$ cat src/rtl/jts16_scr_sdram_slot.sv
// SDRAM slot for a scroll tile layer. It serves 16-bit map words and 32-bit tile words
// through one SDRAM request port and keeps one cached entry per client.
// Optional build macro JTS16_SLOT_STATS_EN enables the saturating fetch counter on fetch_cnt.
module jts16_scr_sdram_slot #(
    parameter logic [21:0] MAP_OFFSET = 22'h0,
    parameter logic [21:0] SCR_OFFSET = 22'h0
) (
    input  logic        clk,
    input  logic        rst_n,
    input  logic [13:0] map_addr,
    output logic [15:0] map_data,
    output logic        map_ok,
    input  logic [16:0] scr_addr,
    output logic [31:0] scr_data,
    output logic        scr_ok,
    output logic [21:0] sdram_addr,
    output logic        sdram_req,
    input  logic        sdram_ack,
    input  logic        sdram_rdy,
    input  logic [15:0] sdram_din,
    output logic [15:0] fetch_cnt
);

    typedef enum logic [1:0] {IDLE, REQ, DATA0, DATA1} state_t;

    state_t      st;
    logic        sel_scr;
    logic        map_valid, scr_valid;
    logic [13:0] map_tag, map_tag_pend;
    logic [15:0] scr_tag, scr_tag_pend;
    logic        unused_scr_lsb;

    // The tile fetch always starts on an even word, so the address LSB is dropped.
    assign unused_scr_lsb = scr_addr[0];

    assign map_ok = map_valid & (map_addr == map_tag);
    assign scr_ok = scr_valid & (scr_addr[16:1] == scr_tag);

    always_ff @(posedge clk or negedge rst_n) begin
        if (!rst_n) begin
            st           <= IDLE;
            sel_scr      <= 1'b0;
            map_valid    <= 1'b0;
            scr_valid    <= 1'b0;
            map_tag      <= '0;
            map_tag_pend <= '0;
            scr_tag      <= '0;
            scr_tag_pend <= '0;
            map_data     <= '0;
            scr_data     <= '0;
            sdram_addr   <= '0;
            sdram_req    <= 1'b0;
        end else begin
            case (st)
                IDLE: begin
                    // Map has fixed priority over the tile client
                    if (!map_ok) begin
                        map_tag_pend <= map_addr;
                        sel_scr      <= 1'b0;
                        sdram_addr   <= MAP_OFFSET + {8'd0, map_addr};
                        sdram_req    <= 1'b1;
                        st           <= REQ;
                    end else if (!scr_ok) begin
                        scr_tag_pend <= scr_addr[16:1];
                        sel_scr      <= 1'b1;
                        sdram_addr   <= SCR_OFFSET + {5'd0, scr_addr[16:1], 1'b0};
                        sdram_req    <= 1'b1;
                        st           <= REQ;
                    end
                end
                REQ: begin
                    if (sdram_ack) begin
                        sdram_req <= 1'b0;
                        st        <= DATA0;
                    end
                end
                DATA0: begin
                    if (sdram_rdy) begin
                        if (sel_scr) begin
                            scr_data[15:0] <= sdram_din;
                            st             <= DATA1;
                        end else begin
                            // Commits the pending tag even if map_addr has moved on
                            map_data  <= sdram_din;
                            map_tag   <= map_tag_pend;
                            map_valid <= 1'b1;
                            st        <= IDLE;
                        end
                    end
                end
                DATA1: begin
                    if (sdram_rdy) begin
                        scr_data[31:16] <= sdram_din;
                        scr_tag         <= scr_tag_pend;
                        scr_valid       <= 1'b1;
                        st              <= IDLE;
                    end
                end
                default: st <= IDLE;
            endcase
        end
    end

`ifdef JTS16_SLOT_STATS_EN
    logic [15:0] cnt;

    always_ff @(posedge clk or negedge rst_n) begin
        if (!rst_n) begin
            cnt <= '0;
        end else if (st == REQ && sdram_ack && cnt != 16'hFFFF) begin
            cnt <= cnt + 16'd1;
        end
    end

    assign fetch_cnt = cnt;
`else
    assign fetch_cnt = 16'h0000;
`endif

endmodule
$ cat config.mk
export PLATFORM = sky130hd
export DESIGN_NAME = jts16_scr_sdram_slot
export DESIGN_NICKNAME = d
export VERILOG_FILES = /design/src/rtl/jts16_scr_sdram_slot.sv
export SDC_FILE = /design/constraint.sdc
export NUM_CORES = 1
export LEC_CHECK = 0
export BUFFER_PORTS_ARGS = -buffer_cell sky130_fd_sc_hd__buf_2
export CORE_MARGIN = 5
export CORE_UTILIZATION = 58
export CTS_CLUSTER_DIAMETER = 120
export DETAILED_ROUTE_END_ITERATION = 6
export PLACE_DENSITY = 0.86
export SYNTH_ARGS = -nofsm -noshare
export SYNTH_HDL_FRONTEND = slang
export SYNTH_SLANG_ARGS = --single-unit
$ cat constraint.sdc
create_clock -name clk -period 5.4 [get_ports clk]
set_input_delay 0 -clock clk [delete_from_list [all_inputs] [get_ports clk]]
set_output_delay 0 -clock clk [all_outputs]
set_load 0.05 [all_outputs]
==> results by group, run 1 <==
Critical path
  • Number of cells on the worst reg-to-reg path: 6
  • Required time worst endpoint: 5.80 ns
  • CP startpoint kind: register
  • Worst setup path class: reg -> reg
  • Slowest Stage Delay on Critical Path: 0.74 ns
  • Cell Chain, Critical Path: xnor2_1, nand4_1, nor4_4, buf_4, o211ai_4, mux2_4
  • Slowest cell on the critical path: nor4_4
  • Max FO, Critical Path: between 50 and 60
  • Data arrival time of the critical path: 3.40 ns
  • Worst setup EP type: register

Power
  • Combinational power share: 0.427
  • Power Total: 4570 µW
  • Sw frac: 0.433
  • Flop pwr share: 0.340
  • NetSw: 1980 µW
  • Clock power frac: 0.232
  • Cell internal pwr: between 2000 and 3000 µW
  • PD cells: 613 mW/mm²
  • VDD IR-drop max: 0.355 mV
  • LEAKAGE: 0.00361 µW

Cells and area
  • Final non-filler cell total: between 700 and 800
  • Area of the multi-input gates: 0.00230 mm²
  • Final instance area: 0.00744 mm²
  • Final nets: 658
  • FF/Latch Area: 0.00328 mm²
  • Final core utilization: 0.762
  • Commonest non-fill, non-tap cell in the layout: dfrtp_1
  • Diode count: 0
  • Synth-to-Final Area Change: 28.5%
  • Most frequent cells in the layout: dfrtp_1 (131), buf_2 (116), mux2_2 (88), dlygate4sd3_1 (50), o21ai_0 (28)
  • Filler instances: between 600 and 700
  • Share of layout cells above drive strength 1: 0.413

Routing
  • Via count: approximately 4100
  • DRC: 0
  • Via density: around 5.5
  • Routed Antenna Nets: 0
  • Iteration-0 DRC count of the detailed router: 268
  • Post-DR wirelength/cell: 18.3 µm
  • Routed wire length: 13700 µm
  • Initial DRT Pass Iterations: 4

Floorplan
  • CORE AREA: ~0.0098 mm²
  • Die Wd: 110 µm
  • Num ports: 140
  • Die height: about 110 µm
  • Die area: 0.0121 mm²
  • Initial core utilization: 0.593
  • # rows: 36

Min path
  • Hold WC Path Type: in -> async

CTS
  • H-tree depth: 4
  • Max clock buf depth: 2
  • Clk_lat worst skew: ~0.53 ns
  • Reg clk slew, reported paths: 0.06 ns
  • TritonCTS clock tree: built
  • Root Driver: clkbuf_8
  • PostCTS Resize Cnt: 0
  • Post-CTS Setup Bufs: 0
  • Num Clock Sinks: 131
  • Num CTS Buffers: 17

Logic synthesis
  • Synth cell types: 36
  • Mux contribution to synthesized area: 0.189
  • Post-synthesis area per instance: approximately 13 µm²
  • Post-synthesis compound-gate area fraction: 0.0790
  • Combinational family with the most area after synthesis: multiplexers
  • Syn Std Cell Area: 0.00579 mm²
  • Post-synthesis cell count: 444
  • Warnings, synthesis: 0
  • Synth Area in XOR/XNOR: 0.0454
  • Sequential-to-total area share from yosys stat: 0.566
  • Synth Area in Adders: 0
  • Number of synthesized register bits: 131
  • Synth Area in Simple Gates: 0.0693

Timing
  • RSZ-0062 raised after global routing: false
  • Worst-Margin Slew: 0.954 ns
  • Worst slew margin: 0.364
  • Fin. Hold Viols: 0
  • FMAX: between 300 and 400 MHz
  • Final setup vio count: 0
  • Period utilisation layout: 0.555
  • Min Tclk post-route: 3.00 ns
  • Clk_skew: approximately 0.007 ns
  • Setup TNS: 0 ns
  • Slew Viols, Final: 0

Placed design
  • DP Cell Count: 671
  • Placed cell area: 0.00639 mm²
  • Gpl congestion: 0.782
  • PortBufs: 117
  • DP HPWL: 9070 µm

GRT
  • First-pass GRT wire length: 21600 µm
  • Total congestion overflow: 0
  • Vias in the first global route: about 4300
  • Initial antenna violation count: 0
  • All-layer global routing usage: 0.241
  • Largest net degree at the start of global routing: 77

Run status
  • Status: finished clean

Job
  • Number of max-cap violations: 0
## flip-flops by register name (all words and copies together) (netlist names), 2 cells and up
name and cells:
map_tag 14, map_tag_pend 14, map_data 16, scr_tag_pend 16
st 2, sdram_addr 17, scr_tag 16, scr_data 32
## Yosys cell counts
library cell	number	area, µm²
nand2b_1	2	12.5
nor4_4	1	21.3
or2_2	2	12.5
and2_0	1	6.26
nand3b_1	1	7.51
o2111ai_1	13	114
a31oi_1	1	6.26
o211ai_4	1	21.3
a211oi_1	1	7.51
xor2_1	15	131
a41o_1	1	10.0
nand4_2	1	12.5
conb_1	1	3.75
mux2_4	7	105
dfrtp_1	131	3280
xnor2_1	15	131
buf_1	2	7.51
mux2_2	88	991
nor2_1	7	26.3
buf_8	1	15.0
buf_2	3	15.0
clkbuf_1	21	78.8
a22o_1	1	8.76
and3_1	1	6.26
buf_4	21	158
nand3_1	16	80.1
nor4_2	3	37.5
a21oi_1	2	10.0
o2bb2ai_1	3	26.3
nand4_1	16	100
a2bb2oi_1	13	114
inv_1	5	18.8
o21ai_0	28	140
nand2_1	16	60.1
and4_1	1	8.76
nor3_1	2	10.0
## power groups by stage
stage / Combinational [µW] / Clock (µW) / Sequential (µW)
global route: 2060 / 1130 / 1590
floorplan: 654 / 0 / 2340
global placement: 1870 / 0 / 1530
CTS: 1960 / 1070 / 1550
finish: 1950 / 1060 / 1550
detailed placement: 1920 / 0 / 1560
## logic make-up (layout without fill, tap and decap cells)
| family | count (synthesis) | in the layout |
|---|---|---|
| flops | 131 | 131 |
| buf+inv | 53 | 206 |
| simple gates | 70 | 70 |
| mux | 95 | 95 |
| other cells | 1 | 21 |
| compound gates | 64 | 64 |
| xor+xnor | 30 | 30 |
## stage by stage
step	hold WS (ns)	setup slack [ns]
final	0.0511	2.40
after global routing	0.114	2.26
after CTS	0.0798	2.42
after detailed placement	0.0870	2.42
after global placement	0.0753	2.48
after floorplan	-0.296	3.12
## final cells by class
cell class / instances / share of cell area
multi-input cells: 280 / 0.310
well taps: 133 / 0.0224
repair buffers: 172 / 0.151
flip-flops and latches: 131 / 0.440
clock inverters: 5 / 0.00672
inverters: 5 / 0.00252
clock buffers: 24 / 0.0672
## repair_timing
action,in CTS,in global routing
endpoints found under the hold margin,153,0
setup endpoints to repair,0,0
hold buffers,50,0
## worst paths after layout
kind                               start          endpoint  slack, ns
setup / recovery              map_tag[6]  scr_tag_pend[13]       2.40
hold / removal                     rst_n      scr_data[29]       0.05
setup reg to reg              map_tag[6]  scr_tag_pend[13]       2.40
hold reg to reg                map_valid         map_valid       0.47
max in group asynchronous          rst_n      scr_data[22]       3.91
min in group clk           sdram_din[12]      map_data[12]       0.26
## metal layers
layer	routed length, µm	share of wire	vias to the layer above	track usage
met3	871	0.064	25	0.0622
met5	0	0	-	0
li1	-	-	1889	-
met4	257	0.019	0	0.110
met2	7060	0.51	172	0.396
met1	5530	0.40	2059	0.301
## critical path, delay by kind of cell (launching register included)
family	cells	cell delay, ns
AOI/OAI and AO/OA	1	0.38
xor gates and xnor gates	1	0.21
buffers and inverters	1	0.54
DFF	1	0.38
muxes	1	0.41
and+or+nand+nor	2	0.93
Power figures use the tool's default switching activity.
==> run 2: changes to the inputs <==
- CORE_UTILIZATION: 58 -> 53
- PLACE_DENSITY: 0.86 -> 0.79
- clock period: 5.4 -> 3.15 ns (I/O delays scaled with it)
==> run 2 against run 1 <==
Effect of this change:
- global-route usage is 2.4 points lower
- via count is 1.3% lower
- final cell count is 1.9% higher
- sequential share of layout area is 0.41 points lower
- power is 72% higher
- largest cell class unchanged
- highest routed layer unchanged
==> results by group, run 2 (synthesis results as in run 1) <==
Run status
  • Status: finished clean

Power
  • Combinational power share: 0.425
  • LEAKAGE: 0.00362 µW
  • Flop pwr share: 0.339
  • VDD IR-drop max: between 0.6 and 0.7 mV
  • Sw frac: 0.436
  • NetSw: ~3400 µW
  • Power Total: between 7000 and 8000 µW
  • PD cells: ~1000 mW/mm²
  • Cell internal pwr: around 4400 µW
  • Clock power frac: 0.236

Floorplan
  • Die height: 115 µm
  • Die area: between 0.01 and 0.015 mm²
  • # rows: 38
  • Initial core utilization: 0.537
  • CORE AREA: 0.0108 mm²
  • Die Wd: 115 µm
  • Num ports: between 100 and 150

Placed design
  • Placed cell area: 0.00646 mm²
  • Pre-CTS setup slack: 0.906 ns
  • PortBufs: roughly 120
  • Gpl congestion: roughly 0.8
  • DP HPWL: 8840 µm
  • DP Cell Count: about 680

Job
  • Number of max-cap violations: 0

Cells and area
  • Largest register by flop count: scr_data
  • Final non-filler cell total: 764
  • Diode count: 0
  • Final instance area: roughly 0.0075 mm²
  • Number of flip-flops under the largest register name: 32
  • Largest regs: scr_data (32), sdram_addr (17)
  • Share of layout cells above drive strength 1: 0.425
  • Synth-to-Final Area Change: 29.7%
  • Most frequent cells in the layout: dfrtp_1 (131), buf_2 (116), mux2_2 (88), dlygate4sd3_1 (49), o21ai_0 (28)
  • Commonest non-fill, non-tap cell in the layout: dfrtp_1
  • Final nets: 662

Timing
  • Min Tclk post-route: roughly 2.5 ns
  • Fin. Hold Viols: 0
  • Final setup vio count: 0
  • RSZ-0062 raised after global routing: false
  • Setup TNS: 0 ns
  • Period utilisation layout: 0.800
  • Worst-Margin Slew: 0.754 ns
  • Slew Viols, Final: 0
  • FMAX: 397 MHz
  • Final worst setup slack: 0.630 ns
  • Worst slew margin: 0.497
  • Clk_skew: 0.00922 ns

Routing
  • Via count: 4091
  • Routed wire length: 13400 µm
  • Via density: roughly 5.4
  • Iteration-0 DRC count of the detailed router: 194
  • Initial DRT Pass Iterations: 4
  • Post-DR wirelength/cell: 17.5 µm
  • DRC: 0
  • Routed Antenna Nets: 0

CTS
  • Num CTS Buffers: 17
  • Root Driver: clkbuf_8
  • TritonCTS clock tree: built
  • Reg clk slew, reported paths: ~0.060 ns
  • PostCTS Resize Cnt: 0
  • Num Clock Sinks: 131
  • Max clock buf depth: 2
  • H-tree depth: 4
  • Clk_lat worst skew: 0.52 ns

Critical path
  • CP startpoint kind: register
  • Worst setup EP type: output port
  • Worst setup path class: reg -> out
  • Data arrival time of the critical path: 2.52 ns
  • Max FO, Critical Path: between 40 and 50
  • Required time worst endpoint: 3.15 ns
  • Reg2reg setup slack: 0.89 ns

GRT
  • First-pass GRT wire length: 22200 µm
  • Total congestion overflow: 0
  • All-layer global routing usage: 0.217
  • Vias in the first global route: about 4300
  • Initial antenna violation count: 0
  • Largest net degree at the start of global routing: 82

Min path
  • Hold WC Path Type: in -> async
[run 2: cell types whose count changed in the layout (fill, tap and decap cells not counted), sizes merged]
cell,change
dlygate4sd3,-1
buf,+5
clkinvlp,+6
clkinv,+2
bufinv,+1
clkbuf,-6
[run 2: repair_timing]
action	in CTS	in global routing
setup buffers	0	0
endpoints found under the hold margin	148	0
hold buffers	49	0
[run 2: per-layer routing]
| metal | GRT usage | vias up | part of all wire | routed length (µm) |
|---|---|---|---|---|
| met5 | 0 | - | 0 | 0 |
| met4 | 0.0768 | 0 | 0.023 | 307 |
| met3 | 0.0560 | 28 | 0.051 | 688 |
| met2 | 0.361 | 125 | 0.51 | 6820 |
| met1 | 0.275 | 2041 | 0.42 | 5590 |
| li1 | - | 1897 | - | - |
[run 2: power by group through the flow]
| stage | combinational [µW] | sequential (µW) | clock (µW) |
|---|---|---|---|
| after floorplan | 1120 | 4010 | 0 |
| after global placement | 3220 | 2620 | 0 |
| after detailed placement | 3290 | 2670 | 0 |
| after CTS | 3350 | 2650 | 1880 |
| after global routing | 3520 | 2730 | 1980 |
| final | 3330 | 2660 | 1850 |
[run 2: worst max-delay path: stages (launching register included)]
cell and delay, ns:
dfrtp_1 0.40, xnor2_1 0.20, nand4_1 0.19, nor4_4 0.42, buf_4 0.45, buf_2 0.35
[run 2: path summary, 6_finish.rpt]
kind	cells after the start	from	endpoint
setup / recovery	5	map_tag[4]	map_ok
hold / removal	2	rst_n	scr_data[13]
setup reg to reg	6	scr_tag[13]	scr_tag_pend[1]
hold reg to reg	1	map_valid	map_valid
max in group asynchronous	3	rst_n	scr_data[6]
min in group clk	3	sdram_din[3]	map_data[3]
[run 2: cell type report]
class | count | area [µm²]
flip-flops and latches | 131 | 3280
fillers | 741 | 3280
multi-input cells | 280 | 2310
repair buffers | 176 | 1170
clock buffers | 18 | 428
well taps | 140 | 175
clock inverters | 14 | 139
inverters | 5 | 18.8
[run 2: metrics by stage]
step           utilization  hold WS (ns)
2_1_floorplan            -        -0.296
3_3_place_gp         0.598        0.0617
3_5_place_dp         0.598        0.0802
4_1_cts              0.696        0.0661
5_1_grt              0.696         0.112
6_report             0.696        0.0476
